===== src/rtl/pmu_stream_tx_pkg.sv =====
// Shared constants, state type and helpers for the PMU configuration-link serializer.
package pmu_stream_tx_pkg;

  localparam int unsigned HEADER_WIDTH   = 32;
  localparam int unsigned WORD_WIDTH     = 32;
  localparam int unsigned TAIL_CYCLES    = 140;
  localparam int unsigned LEN_WIDTH      = HEADER_WIDTH - 4;
  localparam int unsigned WORD_IDX_WIDTH = $clog2(WORD_WIDTH);
  // Wide enough for ceil((2^LEN_WIDTH - 1) / WORD_WIDTH).
  localparam int unsigned WORDS_WIDTH    = LEN_WIDTH + 1 - WORD_IDX_WIDTH;
  localparam int unsigned TAIL_CNT_WIDTH = $clog2(TAIL_CYCLES);

  localparam logic [3:0] OP_PC_SC  = 4'b1010;
  localparam logic [3:0] OP_PC_MEM = 4'b0001;
  localparam logic [3:0] OP_KEY    = 4'b0010;

  typedef enum logic [2:0] {
    StIdle,
    StStart,
    StHeader,
    StPayload,
    StTail
  } tx_state_e;

  function automatic logic is_legal_op(logic [3:0] op);
    return (op == OP_PC_SC) || (op == OP_PC_MEM) || (op == OP_KEY);
  endfunction

  function automatic logic [WORDS_WIDTH-1:0] words_for_len(logic [LEN_WIDTH-1:0] len);
    logic [LEN_WIDTH:0] sum;
    sum = {1'b0, len} + (LEN_WIDTH + 1)'(WORD_WIDTH - 1);
    return WORDS_WIDTH'(sum >> WORD_IDX_WIDTH);
  endfunction

endpackage


===== src/rtl/pmu_stream_tx_if.sv =====
// Command and payload-word handshake bundle between the host bridge and the serializer.
interface pmu_stream_tx_if;
  import pmu_stream_tx_pkg::*;

  logic                  cmd_valid;
  logic                  cmd_ready;
  logic [3:0]            cmd_opcode;
  logic [LEN_WIDTH-1:0]  cmd_len;
  logic                  word_valid;
  logic                  word_ready;
  logic [WORD_WIDTH-1:0] word_data;

  modport master (
    output cmd_valid, cmd_opcode, cmd_len, word_valid, word_data,
    input  cmd_ready, word_ready
  );

  modport slave (
    input  cmd_valid, cmd_opcode, cmd_len, word_valid, word_data,
    output cmd_ready, word_ready
  );
endinterface


===== src/rtl/pmu_tx_word_buf.sv =====
// One-entry valid/ready holding buffer between the payload word port and the shift register.
module pmu_tx_word_buf
  import pmu_stream_tx_pkg::*;
(
  input  logic                  clk,
  input  logic                  rst,
  input  logic                  flush,
  input  logic                  in_valid,
  output logic                  in_ready,
  input  logic [WORD_WIDTH-1:0] in_data,
  output logic                  out_valid,
  input  logic                  out_ready,
  output logic [WORD_WIDTH-1:0] out_data
);

  logic                  valid_q;
  logic [WORD_WIDTH-1:0] data_q;

  assign in_ready  = !valid_q;
  assign out_valid = valid_q;
  assign out_data  = data_q;

  always_ff @(posedge clk or posedge rst) begin
    if (rst) begin
      valid_q <= 1'b0;
      data_q  <= '0;
    end else if (flush) begin
      valid_q <= 1'b0;
    end else if (in_valid && in_ready) begin
      valid_q <= 1'b1;
      data_q  <= in_data;
    end else if (out_ready && out_valid) begin
      valid_q <= 1'b0;
    end
  end

endmodule


===== src/rtl/pmu_stream_tx.sv =====
// Serializes a PMU command (en pulse, LSB-first header, payload bits, idle drain) onto en_o/data_o.
module pmu_stream_tx
  import pmu_stream_tx_pkg::*;
(
  input  logic           clk,
  input  logic           rst,
  pmu_stream_tx_if.slave bus,
  output logic           en_o,
  output logic           data_o,
  output logic           busy,
  output logic           done,
  output logic           err
);

  tx_state_e state_q, state_d;

  logic [HEADER_WIDTH-1:0]   hdr_q, hdr_d;
  logic [LEN_WIDTH-1:0]      bit_cnt_q, bit_cnt_d;
  logic [TAIL_CNT_WIDTH-1:0] tail_cnt_q, tail_cnt_d;
  logic [WORD_WIDTH-1:0]     sr_q, sr_d;
  logic [WORDS_WIDTH-1:0]    words_left_q, words_left_d;
  logic                      err_d, en_d, done_d;

  logic                  cmd_ready, cmd_fire, cmd_legal;
  logic                  word_phase, word_open, word_fire;
  logic                  buf_in_ready, buf_out_valid, buf_pop, reload;
  logic [WORD_WIDTH-1:0] buf_out_data;
  logic [LEN_WIDTH-1:0]  hdr_len;
  logic                  hdr_last, payload_last, word_end, tail_last;

  assign hdr_len      = hdr_q[HEADER_WIDTH-1:4];
  assign cmd_legal    = is_legal_op(bus.cmd_opcode);
  assign cmd_fire     = bus.cmd_valid && cmd_ready;
  assign hdr_last     = (bit_cnt_q == LEN_WIDTH'(HEADER_WIDTH - 1));
  assign payload_last = (bit_cnt_q == hdr_len - LEN_WIDTH'(1));
  assign word_end     = &bit_cnt_q[WORD_IDX_WIDTH-1:0];
  assign tail_last    = (tail_cnt_q == TAIL_CNT_WIDTH'(TAIL_CYCLES - 1));
  assign word_open    = word_phase && (words_left_q != '0);
  assign word_fire    = bus.word_valid && bus.word_ready;

  assign bus.cmd_ready  = cmd_ready;
  assign bus.word_ready = buf_in_ready && word_open;
  // data_o comes straight off a flop; the shift register is kept zero outside the bit phases.
  assign data_o         = sr_q[0];

  pmu_tx_word_buf u_word_buf (
    .clk       (clk),
    .rst       (rst),
    .flush     (cmd_fire),
    .in_valid  (bus.word_valid && word_open),
    .in_ready  (buf_in_ready),
    .in_data   (bus.word_data),
    .out_valid (buf_out_valid),
    .out_ready (buf_pop),
    .out_data  (buf_out_data)
  );

  always_ff @(posedge clk or posedge rst) begin
    if (rst) begin
      state_q <= StIdle;
    end else begin
      state_q <= state_d;
    end
  end

  always_comb begin
    state_d = state_q;
    unique case (state_q)
      StIdle:    if (cmd_fire && cmd_legal) state_d = StStart;
      StStart:   state_d = StHeader;
      StHeader:  if (hdr_last) state_d = (hdr_len != '0) ? StPayload : StTail;
      StPayload: if (payload_last) state_d = StTail;
      StTail:    if (tail_last) state_d = StIdle;
      default:   state_d = StIdle;
    endcase
  end

  always_comb begin
    cmd_ready  = (state_q == StIdle);
    busy       = (state_q != StIdle);
    word_phase = (state_q == StStart) || (state_q == StHeader) || (state_q == StPayload);
    en_d       = (state_d == StStart);
    done_d     = (state_q == StTail) && (state_d == StIdle);
  end

  always_comb begin
    hdr_d        = hdr_q;
    err_d        = err;
    bit_cnt_d    = bit_cnt_q;
    tail_cnt_d   = tail_cnt_q;
    sr_d         = sr_q;
    words_left_d = word_fire ? words_left_q - WORDS_WIDTH'(1) : words_left_q;
    buf_pop      = 1'b0;
    reload       = 1'b0;
    unique case (state_q)
      StIdle: begin
        if (cmd_fire) begin
          hdr_d        = {bus.cmd_len, bus.cmd_opcode};
          err_d        = !cmd_legal;
          words_left_d = cmd_legal ? words_for_len(bus.cmd_len) : '0;
          bit_cnt_d    = '0;
          tail_cnt_d   = '0;
        end
      end
      StStart: begin
        sr_d      = WORD_WIDTH'(hdr_q);
        bit_cnt_d = '0;
      end
      StHeader: begin
        if (hdr_last) begin
          bit_cnt_d = '0;
          if (hdr_len != '0) reload = 1'b1;
          else               sr_d   = '0;
        end else begin
          sr_d      = sr_q >> 1;
          bit_cnt_d = bit_cnt_q + LEN_WIDTH'(1);
        end
      end
      StPayload: begin
        if (payload_last) begin
          sr_d      = '0;
          bit_cnt_d = '0;
        end else begin
          bit_cnt_d = bit_cnt_q + LEN_WIDTH'(1);
          if (word_end) reload = 1'b1;
          else          sr_d   = sr_q >> 1;
        end
      end
      StTail:  tail_cnt_d = tail_last ? '0 : tail_cnt_q + TAIL_CNT_WIDTH'(1);
      default: ;
    endcase
    // An empty buffer at a word boundary sends zeros for that word rather than stalling.
    if (reload) begin
      buf_pop = 1'b1;
      sr_d    = buf_out_valid ? buf_out_data : '0;
      if (!buf_out_valid) err_d = 1'b1;
    end
  end

  always_ff @(posedge clk or posedge rst) begin
    if (rst) begin
      hdr_q        <= '0;
      bit_cnt_q    <= '0;
      tail_cnt_q   <= '0;
      sr_q         <= '0;
      words_left_q <= '0;
      err          <= 1'b0;
      en_o         <= 1'b0;
      done         <= 1'b0;
    end else begin
      hdr_q        <= hdr_d;
      bit_cnt_q    <= bit_cnt_d;
      tail_cnt_q   <= tail_cnt_d;
      sr_q         <= sr_d;
      words_left_q <= words_left_d;
      err          <= err_d;
      en_o         <= en_d;
      done         <= done_d;
    end
  end

endmodule


===== src/flat_wrapper.sv =====
// flat-port wrapper written by rule: the top's interface ports become plain ports
module pmu_stream_tx_flat import pmu_stream_tx_pkg::*;
  (clk, rst, en_o, data_o, busy, done, err, bus_cmd_valid, bus_cmd_opcode, bus_cmd_len, bus_word_valid, bus_word_data, bus_cmd_ready, bus_word_ready);
  pmu_stream_tx_if bus_i ();
  input  logic clk;
  input  logic rst;
  output logic en_o;
  output logic data_o;
  output logic busy;
  output logic done;
  output logic err;
  input wire logic [$bits(bus_i.cmd_valid)-1:0] bus_cmd_valid;
  input wire logic [$bits(bus_i.cmd_opcode)-1:0] bus_cmd_opcode;
  input wire logic [$bits(bus_i.cmd_len)-1:0] bus_cmd_len;
  input wire logic [$bits(bus_i.word_valid)-1:0] bus_word_valid;
  input wire logic [$bits(bus_i.word_data)-1:0] bus_word_data;
  output wire logic [$bits(bus_i.cmd_ready)-1:0] bus_cmd_ready;
  output wire logic [$bits(bus_i.word_ready)-1:0] bus_word_ready;
  assign bus_i.cmd_valid = bus_cmd_valid;
  assign bus_i.cmd_opcode = bus_cmd_opcode;
  assign bus_i.cmd_len = bus_cmd_len;
  assign bus_i.word_valid = bus_word_valid;
  assign bus_i.word_data = bus_word_data;
  assign bus_cmd_ready = bus_i.cmd_ready;
  assign bus_word_ready = bus_i.word_ready;
  pmu_stream_tx u_core (.clk(clk), .rst(rst), .bus(bus_i), .en_o(en_o), .data_o(data_o), .busy(busy), .done(done), .err(err));
endmodule

===== config.mk =====
export PLATFORM = sky130hd
export DESIGN_NAME = pmu_stream_tx_flat
export DESIGN_NICKNAME = d
export VERILOG_FILES = /design/src/rtl/pmu_stream_tx_pkg.sv /design/src/rtl/pmu_stream_tx_if.sv /design/src/rtl/pmu_tx_word_buf.sv /design/src/rtl/pmu_stream_tx.sv /design/src/flat_wrapper.sv
export SDC_FILE = /design/constraint.sdc
export NUM_CORES = 1
export LEC_CHECK = 0
export CAP_MARGIN = 40
export CORE_UTILIZATION = 52
export CTS_CLUSTER_SIZE = 20
export DETAILED_ROUTE_END_ITERATION = 7
export MAX_ROUTING_LAYER = met4
export PLACE_DENSITY = 0.83
export REMOVE_ABC_BUFFERS = 1
export SYNTH_ARGS = -nofsm -noshare
export SYNTH_HDL_FRONTEND = slang
export SYNTH_SLANG_ARGS = --single-unit

===== constraint.sdc =====
create_clock -name clk -period 8.4 [get_ports clk]
set_input_delay 1.68 -clock clk [delete_from_list [all_inputs] [get_ports clk]]
set_output_delay 1.68 -clock clk [all_outputs]
set_load 0.005 [all_outputs]

# Word level (Yosys, flattened, before mapping)
# Index checks and enable logic that the tools add are counted.
# Widths: inputs -> output; s select.
# word_totals
regBits,163
word_cells,98
inputBits,68
output_inout_bits,7
# classes
add_sub_neg,5
n_bitwise,1
n_eq_ne,14
n_reduce_logical,30
mux,37
# op_table
operator,n
$mux 32,6
$pmux 28 s4,1
$mux 24,4
$pmux 32 s3,1
$mux 28,3
$add 28x5->29 const B,1
$add 28x1->28 const B,1
$eq 28x28->1,1
$eq 28x5->1 const B,1
$reduce_bool 28->1,1
$sub 28x1->28 const B,1
$reduce_bool 24->1,1
$sub 24x1->24 const B,1
$mux 8,2
$pmux 8 s2,1
$mux 3,5
$pmux 3 s5,1
$mux 1,12
$logic_and 1x1->1,9
$add 8x1->8 const B,1
$eq 8x8->1 const B,1
$reduce_and 2->1,4
$reduce_bool 4->1,2
$eq 3x1->1 const B,2
17 further kinds,24

# Longest topological paths before layout
# Gate-level depths: netlist (run 1).
# logic_depth
depth_word,9
depth_mapped,13
depth_no_buf,11

# By module
# A second synthesis (run 1) with hierarchy kept.
# hier_totals
hier_cells,1062
hier_area_um2,9587.9
# by_module_without_submodules
module,cells_each,area_each_um2,n_inst,seq_area_each_um2
pmu_stream_tx,989,8330.5,1,3253.1
pmu_tx_word_buf,73,1257.5,1,825.8

# Least setup slack after synthesis (run 1)
# Ideal clock, no wire load.
# synth_timing
path_kind,register to output
from,reg u_core.words_left_q[2]
to,out bus_word_ready
arrival_time_ps,2102
stages_incl_launch_ff,6
path_buffers,1
required_ps,6720
path_slack_ps,4618
path_cell_list,dfrtp_1 or4_1 or3_1 clkbuf_1 nor4_2 a211oi_1
# synth_via
elab_chain_cells,3
# synth_lines
element,line,rtl
start: declaration,pmu_stream_tx.sv:21,"logic [WORDS_WIDTH-1:0] words_left_q, words_left_d;"
start signal: assignment,pmu_stream_tx.sv:155,words_left_q <= words_left_d;
$reduce_bool 24->1,pmu_stream_tx.sv:38,assign word_open = word_phase && (words_left_q != '0);
$logic_and 1x1->1,pmu_stream_tx.sv:38,
$logic_and 1x1->1,pmu_stream_tx.sv:42,assign bus.word_ready = buf_in_ready && word_open;
end: declaration,flat_wrapper.sv:18,output wire logic [$bits(bus_i.word_ready)-1:0] bus_word_ready;
# Every way passes these cells.

# Final worst setup path (run 1)
# Ends and elaborated chain as after synthesis.

==> flow_summary.json, run 1 <==
{
  "critPathTopFamily": "simple AND/OR/NAND/NOR gates",
  "grt_pass1_wl_um": 40600,
  "io_buffers": 74,
  "finalHoldViolCount": 0,
  "r2r_start": "u_core.hdr_q[11]",
  "via_per_inst": 6.19,
  "path_buf_inv": 1,
  "clk_pin_slew_ps": 60,
  "yosysWarnings": 0,
  "rrSetupSlack_ps": 4030,
  "critPathLaunchType": "flop",
  "diodes": 0,
  "vdd_ir_drop_max_mv": 0.141,
  "finalCriticalPeriod_ps": 4930,
  "wirelength_um": 24900,
  "first_pass_iters": 5,
  "setup_viol": 0,
  "cts_resized": 0,
  "h-tree-depth": 4,
  "fin_tns_setup_ps": 0,
  "cts_tree": "built",
  "core_area_mm2": 0.0174,
  "dp_cells": 1294,
  "netlist_top_cells_area": "dfrtp_1, nand2_1, xnor2_1",
  "track_usage_pct": 29.4,
  "root_buffer": "clkbuf_16",
  "yosysUniqueCellTypes": 64,
  "reg2regPathDepth": 10,
  "yosysSeqAreaShare_pct": 43.8,
  "crit_type": "flop to primary output",
  "syn_area_per_cell_um2": 8.89,
  "cts_hold_buf": 0,
  "num_io_pins": 75,
  "rsz0062_at_grt": "no",
  "synth_area_mm2": 0.00930,
  "hp-class": "flop to flop",
  "row_count": 48,
  "min_from": "u_core.u_word_buf.out_data[28]",
  "reg2reg_to": "u_core.bit_cnt_q[19]",
  "cp_max_fo": 8,
  "gp_congestion": 0.964,
  "status": "completed",
  "wl_per_cell_um": 18.8,
  "grt_antenna_before_repair": 0,
  "arrival_ps": 3250,
  "synth_largest_area_cell": "dfrtp_1",
  "cts_sinks": 163,
  "vias": 8198,
  "holdWs_ps": 469,
  "fmax_mhz": 203,
  "min_period_over_period_pct": 58.7,
  "route.detailed.drc": 0,
  "die-height_um": 136,
  "gr-total-overflow": 0,
  "endpoint_kind": "primary output",
  "path_cells": "or4_1 -> or3_1 -> nor4_2 -> a211oi_1 -> clkdlybuf4s50_1",
  "min_to": "u_core.u_word_buf.out_data[28]",
  "cpMaxStageDelayCell": "nor4_2",
  "dp_hpwl_um": 16700,
  "ys_ff_latch": 163,
  "finalClockSkew_ps": 9.18,
  "max_slew.worst_pin.slew_ps": 961,
  "cpPeakStageDelay_ps": 670,
  "postCtsSetupRepairBufs": 0,
  "grt_max_degree": 68,
  "synthToLayoutAreaGrowth_pct": 15.2,
  "grt_pass1_vias": 7852,
  "timing.final.ws_setup_ps": 3470,
  "cap_violations": 0,
  "slew_headroom_pct": 35.8,
  "synth_edf_count": 0,
  "cts.path.max_buffers": 2,
  "cts_buffers": 17,
  "layoutNonFillerInstCount": 1324,
  "slew_violations": 0,
  "postRouteAntennaNets": 0,
  "clock_latency_ps": 430,
  "fill_cells": 1410,
  "final_nets": 1162,
  "power.leakage_nw": 4.75,
  "drt-initial-drc-count": 728,
  "synthArstFlopShare_pct": 100,
  "synth_top_area_share_pct": 43.8,
  "start_util_pct": 53.6,
  "synth_top_flop_cell": "dfrtp_1",
  "syn_inst": 1046,
  "post-place-ws_ps": 3940,
  "power_density_mw_per_mm2": 199,
  "drive_gt1_share_pct": 5.46,
  "die_x_um": 136,
  "required_ps": 6720,
  "whs_path_depth": 2,
  "fp.dieArea_mm2": 0.0184
}
-- through the flow --
| step | cell area, um2 | total power [W] | utilization (%) |
|---|---|---|---|
| CTS | 10700 | 0.00213 | 61.8 |
| finish | 10700 | 0.00213 | 61.8 |
| global route | 10700 | 0.00222 | 61.8 |
| detailed placement | 10200 | 0.00135 | 58.5 |
| global placement | 10100 | 0.00133 | 58.0 |
| floorplan | 8970 | 0.00122 | - |
-- report_power, final --
| part | internal [W] | switching [W] |
|---|---|---|
| Sequential | 0.000907 | 0.0000794 |
| Clock | 0.000453 | 0.000324 |
| Combinational | 0.000177 | 0.000187 |
| Total | 0.00154 | 0.000591 |
-- metal layers --
| metal | up-vias | GRT usage (%) | share of wire [%] | wire length (um) |
|---|---|---|---|---|
| li1 | 3801 | - | - | - |
| met1 | 4021 | 39.1 | 44 | 11000 |
| met2 | 321 | 45.5 | 48 | 11900 |
| met3 | 55 | 4.86 | 5.7 | 1410 |
| met4 | 0 | 10.0 | 2.5 | 616 |
| met5 | - | - | 0 | 0 |
-- sequential cells by signal, summed over array words and instances, names as in the netlist --
| name | cells |
|---|---|
| u_core.hdr_q | 32 |
| u_core.sr_q | 32 |
| u_core.u_word_buf.out_data | 32 |
| u_core.bit_cnt_q | 28 |
| u_core.words_left_q | 24 |
| u_core.tail_cnt_q | 8 |
| u_core.state_q | 3 |
| u_core.done | 1 |
| u_core.en_o | 1 |
| u_core.err | 1 |
| u_core.u_word_buf.out_valid | 1 |
-- cells in the mapped netlist, types with 24 or more instances --
cell and number:
o21ai_0 31, nand2_1 216, mux2i_1 32, dfrtp_1 163
clkbuf_1 42, xnor2_1 53, nand3_1 27, o22ai_1 24
a21oi_1 53, nor2_1 41, xor2_1 27, a22oi_1 32
and3_1 53, nor3_1 29
-- worst reg2reg max path, cell delays in order (launching register included) --
cell      delay [ps]
dfrtp_1          470
or4_4            620
or4_4            530
o32a_1           340
a211oi_1         210
a22oi_1          160
and3_4           220
a21oi_4          750
buf_4            530
or2b_1           280
a31oi_1          180
-- cell type report --
type	instances	area, um2	share of cell area, %
clock buffers	23	468	4.37
well taps	225	282	2.63
repair buffers	86	883	8.24
clock inverters	7	98.8	0.922
multi-input cells	802	4840	45.1
flip-flops and latches	163	4080	38.1
inverters	18	72.6	0.677
-- layout by cell type, fill, tap and decap left out, drive strengths merged, types with 5 or more instances in the layout --
cell type        n
a22oi           32
a22o            12
nor3            29
and2             7
o22ai           24
nand3           27
or2              5
inv             21
and3            54
dfrtp          163
a211oi           7
a21oi           54
xor2            27
buf             12
or3             10
nand2b          11
nor2b            5
nand2          216
nand4           14
a31oi           18
o21ai           33
ha               6
nor2            43
xnor2           53
clkdlybuf4s50   74
nor4            23
clkbuf          23
nor3b            6
mux2i           32
or4             15
-- logic make-up (layout without fill, tap and decap cells) --
family / count (synthesis) / in the layout / synth area share (%)
simple gates: 479 / 479 / 25.6
compound gates: 201 / 201 / 13.8
flops: 163 / 163 / 43.8
xor+xnor: 81 / 81 / 7.77
buf+inv: 81 / 134 / 4.32
mux: 35 / 35 / 3.81
fa+ha+maj: 6 / 6 / 0.807
-- worst max path at each step --
stage                      startpoint                      end  slack, ps  cells past startpoint
6_report       u_core.words_left_q[2]           bus_word_ready       3470                      5
5_1_grt        u_core.words_left_q[2]           bus_word_ready       3330                      5
4_1_cts        u_core.words_left_q[2]           bus_word_ready       3480                      5
3_5_place_dp   u_core.words_left_q[2]           bus_word_ready       3940                      5
3_3_place_gp           bus_word_valid  u_core.words_left_q[20]       3960                      9
2_1_floorplan                     rst      u_core.bit_cnt_q[0]       2320                      1
No activity file was read; power rests on OpenSTA's default activity.
==> inputs of run 2 (changes only) <==
clock period = 4.6 ns   (was 8.4 ns; I/O delays follow)
==> run 2 against run 1 <==
Net effect:
- die area unchanged
- largest power group unchanged
- non-clock buffer count increased by 6
- critical path depth increased by 5
- global-route usage increased by 0.64 points
- largest cell class unchanged
- setup slack got worse by 2800 ps
- critical endpoint is now u_core.sr_q[30]
==> flow_summary.json, run 2 (synthesis gave the netlist of run 1 again) <==
{
  "status": "completed",
  "postCtsSetupRepairBufs": 0,
  "root_buffer": "clkbuf_16",
  "finish.instance_area_mm2": 0.0108,
  "cts_resized": 0,
  "p_switching_w": 0.00108,
  "min_to": "u_core.u_word_buf.out_data[21]",
  "start_util_pct": 53.6,
  "cap_violations": 0,
  "max_slew.worst_pin.slew_ps": 942,
  "r2r_start": "u_core.hdr_q[12]",
  "fin_tns_setup_ps": 0,
  "drt-initial-drc-count": 879,
  "grt_pass1_vias": 7892,
  "grt_antenna_before_repair": 0,
  "wl_per_cell_um": 18.8,
  "wirelength_um": 25100,
  "track_usage_pct": 30.0,
  "cp_max_fo": 22,
  "gr-total-overflow": 0,
  "required_ps": 4880,
  "multiInputGateArea_mm2": 0.00484,
  "min_from": "u_core.u_word_buf.out_data[21]",
  "rrSetupSlack_ps": 630,
  "vias": 8272,
  "place_area_mm2": 0.0102,
  "cts.path.max_buffers": 2,
  "finalHoldViolCount": 0,
  "grt_max_degree": 73,
  "power_density_mw_per_mm2": 366,
  "die_x_um": 136,
  "first_pass_iters": 5,
  "setup_viol": 0,
  "dp_hpwl_um": 17000,
  "die-height_um": 136,
  "finalCriticalPeriod_ps": 3970,
  "fmax_mhz": 252,
  "fp.dieArea_mm2": 0.0184,
  "cts_sinks": 163,
  "slew_violations": 0,
  "final_common_cell": "nand2_1",
  "cts_tree": "built",
  "finalClockSkew_ps": 9.56,
  "gp_congestion": 1.03,
  "seqPwrFrac_pct": 45.8,
  "core_area_mm2": 0.0174,
  "clock_latency_ps": 430,
  "hp-class": "flop to flop",
  "diodes": 0,
  "slew_headroom_pct": 37.2,
  "power.leakage_nw": 4.79,
  "final_nets": 1168,
  "route.detailed.drc": 0,
  "synthToLayoutAreaGrowth_pct": 15.6,
  "num_io_pins": 75,
  "row_count": 48,
  "endpoint_kind": "flop",
  "via_per_inst": 6.21,
  "postRouteAntennaNets": 0,
  "p_sw_share_pct": 27.5,
  "drive_gt1_share_pct": 6.32,
  "regArea_mm2": 0.00408,
  "reg2regPathDepth": 10,
  "final_cell_mix": "nand2_1, dfrtp_1, clkdlybuf4s50_1",
  "fill_cells": 1452,
  "cts_hold_buf": 0,
  "p_int_w": 0.00285,
  "whs_path_depth": 2,
  "grt_pass1_wl_um": 41300,
  "cts_buffers": 17,
  "rsz0062_at_grt": "no",
  "crit_type": "flop to flop",
  "io_buffers": 74,
  "critPathLaunchType": "flop",
  "vdd_ir_drop_max_mv": 0.242,
  "p_clk_share_pct": 37.4,
  "arrival_ps": 4250,
  "reg2reg_to": "u_core.sr_q[30]",
  "h-tree-depth": 4,
  "min_period_over_period_pct": 86.3,
  "clk_pin_slew_ps": 70,
  "combPwrFrac_pct": 16.8
}
-- run 2: cell count changes in the layout (fill, tap and decap cells not counted), moves of 2 or more --
cell	delta
clkinv_2	+3
buf_4	+8
buf_16	-2
clkbuf_1	-2
clkinv_4	+2
-- run 2: how the worst max path moves through the flow --
stage | from | endpoint | slack, ps | depth (start not counted)
3_5_place_dp | u_core.hdr_q[5] | u_core.sr_q[20] | 700 | 12
3_3_place_gp | u_core.hdr_q[11] | u_core.sr_q[20] | 770 | 10
2_1_floorplan | rst | u_core.bit_cnt_q[0] | -720 | 1
4_1_cts | u_core.words_left_q[2] | bus_word_ready | 660 | 6
5_1_grt | u_core.hdr_q[11] | u_core.bit_cnt_q[11] | 420 | 10
6_report | u_core.hdr_q[12] | u_core.sr_q[30] | 630 | 10
-- run 2: worst max-delay path: stages, from the launching register on --
cell	delay (ps)
dfrtp_1	460
nor4_1	640
nand4_1	400
or4_1	600
o311ai_0	100
nor2_1	120
nor4_1	560
a21oi_4	260
buf_4	300
a22oi_1	240
mux2i_1	130
-- run 2: power by group through the flow --
| stage | Clock (W) | Sequential, W | Combinational, W |
|---|---|---|---|
| 6_report | 0.00147 | 0.00180 | 0.000659 |
| 5_1_grt | 0.00155 | 0.00182 | 0.000740 |
| 4_1_cts | 0.00149 | 0.00179 | 0.000660 |
| 3_5_place_dp | 0 | 0.00182 | 0.000652 |
| 3_3_place_gp | 0 | 0.00181 | 0.000625 |
| 2_1_floorplan | 0 | 0.00178 | 0.000451 |
-- run 2: through the flow --
stage               hold slack, ps  cells  utilization, %  setup slack [ps]  power [W]
floorplan                      437    983               -              -725    0.00224
global placement               449   1299            58.5               767    0.00243
detailed placement             455   1300            58.5               696    0.00247
CTS                            472   1332            62.0               657    0.00394
global route                   490   1332            62.0               420    0.00411
finish                         468   1332            62.0               629    0.00393
-- run 2: cell type report --
cell class | instances | area share [%]
tap | 225 | 2.62
timing repair buffer | 92 | 8.26
sequential | 163 | 37.9
clock inverter | 12 | 1.43
inverter | 18 | 0.675
multi-input combinational | 802 | 45.0
clock buffer | 20 | 4.15
-- run 2: layer usage --
layer	wire length (um)	GRT usage, %
met5	0	-
met4	754	13.0
met3	1860	4.90
met2	11900	45.9
met1	10600	39.4
==> inputs of run 3 (changes only) <==
SLEW_MARGIN = 20   (was not set)
==> run 3 against run 2 <==
Net effect:
- clock-buffer cell count is the same
- fmax down 0.82%
- register-to-register slack lost 30 ps
- highest routed layer unchanged
- via count is 1.1% lower
- critical endpoint is now u_core.sr_q[9]
- critical path depth unchanged
- non-clock buffer count up 1
==> flow_summary.json, run 3 (synthesis gave the netlist of run 1 again) <==
{
  "cts_resized": 0,
  "timing.final.ws_setup_ps": 596,
  "vdd_ir_drop_max_mv": 0.248,
  "row_count": 48,
  "dp_hpwl_um": 17000,
  "vias": 8183,
  "finalClockSkew_ps": 14.5,
  "max_slew.worst_pin.slew_ps": 818,
  "root_buffer": "clkbuf_16",
  "cts_tree": "built",
  "grt_pass1_vias": 7793,
  "die-height_um": 136,
  "via_per_inst": 6.14,
  "postRouteAntennaNets": 0,
  "diodes": 0,
  "power.leakage_nw": 4.77,
  "h-tree-depth": 4,
  "critPathLaunchType": "flop",
  "finalCriticalPeriod_ps": 4000,
  "cts.path.max_buffers": 2,
  "reg2reg_to": "u_core.sr_q[9]",
  "slew_violations": 0,
  "startpoint": "u_core.hdr_q[12]",
  "crit_type": "flop to flop",
  "whs_path_depth": 2,
  "cp_max_fo": 37,
  "min_period_over_period_pct": 87.1,
  "wirelength_um": 24700,
  "clk_pin_slew_ps": 70,
  "r2r_start": "u_core.hdr_q[12]",
  "core_area_mm2": 0.0174,
  "cts_sinks": 163,
  "gp_congestion": 1.03,
  "drt-initial-drc-count": 827,
  "status": "completed",
  "cts_hold_buf": 0,
  "final_common_cell": "nand2_1",
  "dp_cells": 1300,
  "grt_max_degree": 73,
  "fp.dieArea_mm2": 0.0184,
  "setup_viol": 0,
  "layoutNonFillerInstCount": 1332,
  "postCtsSetupRepairBufs": 0,
  "post-place-ws_ps": 716,
  "route.detailed.drc": 0,
  "place_area_mm2": 0.0102,
  "hp-class": "flop to flop",
  "required_ps": 4890,
  "post-route-util_pct": 61.9,
  "num_io_pins": 75,
  "finish.instance_area_mm2": 0.0107,
  "clock_latency_ps": 440,
  "endpoint_kind": "flop",
  "io_buffers": 74,
  "rrSetupSlack_ps": 600,
  "drive_gt1_share_pct": 6.41,
  "grt_pass1_wl_um": 40400,
  "first_pass_iters": 5,
  "slew_headroom_pct": 45.4,
  "grt_antenna_before_repair": 0,
  "finalHoldViolCount": 0,
  "start_util_pct": 53.6,
  "die_x_um": 136,
  "multiInputGateArea_mm2": 0.00484,
  "synthToLayoutAreaGrowth_pct": 15.4,
  "cap_violations": 0,
  "fmax_mhz": 250,
  "regArea_mm2": 0.00408,
  "fill_cells": 1438,
  "min_from": "u_core.u_word_buf.out_data[21]",
  "cts_buffers": 17,
  "final_nets": 1169,
  "gr-total-overflow": 0,
  "power_density_mw_per_mm2": 357,
  "finalPower_w": 0.00383,
  "rsz0062_at_grt": "no",
  "reg2regPathDepth": 10,
  "track_usage_pct": 29.4,
  "wl_per_cell_um": 18.5,
  "final_cell_mix": "nand2_1, dfrtp_1, clkdlybuf4s50_1",
  "arrival_ps": 4290,
  "min_to": "u_core.u_word_buf.out_data[21]"
}
==> run 3: changes by cell type in the layout (fill, tap and decap cells not counted), sizes merged <==
cell / change
inv: +1
clkinv: -3
buf: +1
bufinv: -2
clkinvlp: +3
==> run 3: final cells by class <==
type                            count  share of cell area, %
Tap cell                          225                   2.62
Clock inverter                     11                  0.956
Timing Repair Buffer               93                   8.46
Clock buffer                       20                   4.25
Inverter                           18                  0.676
Multi-Input combinational cell    802                   45.0
Sequential cell                   163                   38.0
==> run 3: worst max path at each step <==
stage / end / slack [ps] / depth (start not counted)
floorplan: u_core.bit_cnt_q[0] / -720 / 1
global placement: u_core.sr_q[20] / 770 / 10
detailed placement: u_core.sr_q[20] / 720 / 12
CTS: u_core.sr_q[9] / 630 / 12
global route: u_core.sr_q[9] / 320 / 9
finish: u_core.sr_q[9] / 600 / 10
==> run 3: through the flow <==
step / TNS (ps) / hold WS (ps)
after global routing: 0 / 495
after global placement: 0 / 449
after floorplan: -118170 / 437
after detailed placement: 0 / 455
after CTS: 0 / 471
final: 0 / 466
==> run 3: report_power, final <==
group,switching [W],internal [W]
logic,0.000335,0.000322
clock network,0.000602,0.000774
registers,0.000142,0.00166
==> run 3: per-layer routing <==
layer	GRT usage (%)	share of wire, %	wire (um)
met2	43.2	46	11400
met4	11.6	3.1	765
met3	4.98	6.9	1700
met5	-	0	0
met1	40.3	44	10800
==> run 3: critical path, stage by stage, from the launching register on <==
cell,delay [ps]
dfrtp_1,470
nor4_1,620
nand4_1,390
or4_1,600
o311ai_0,100
nor2_1,120
nor4_1,570
a21oi_4,270
buf_4,340
a22oi_1,230
mux2i_1,120
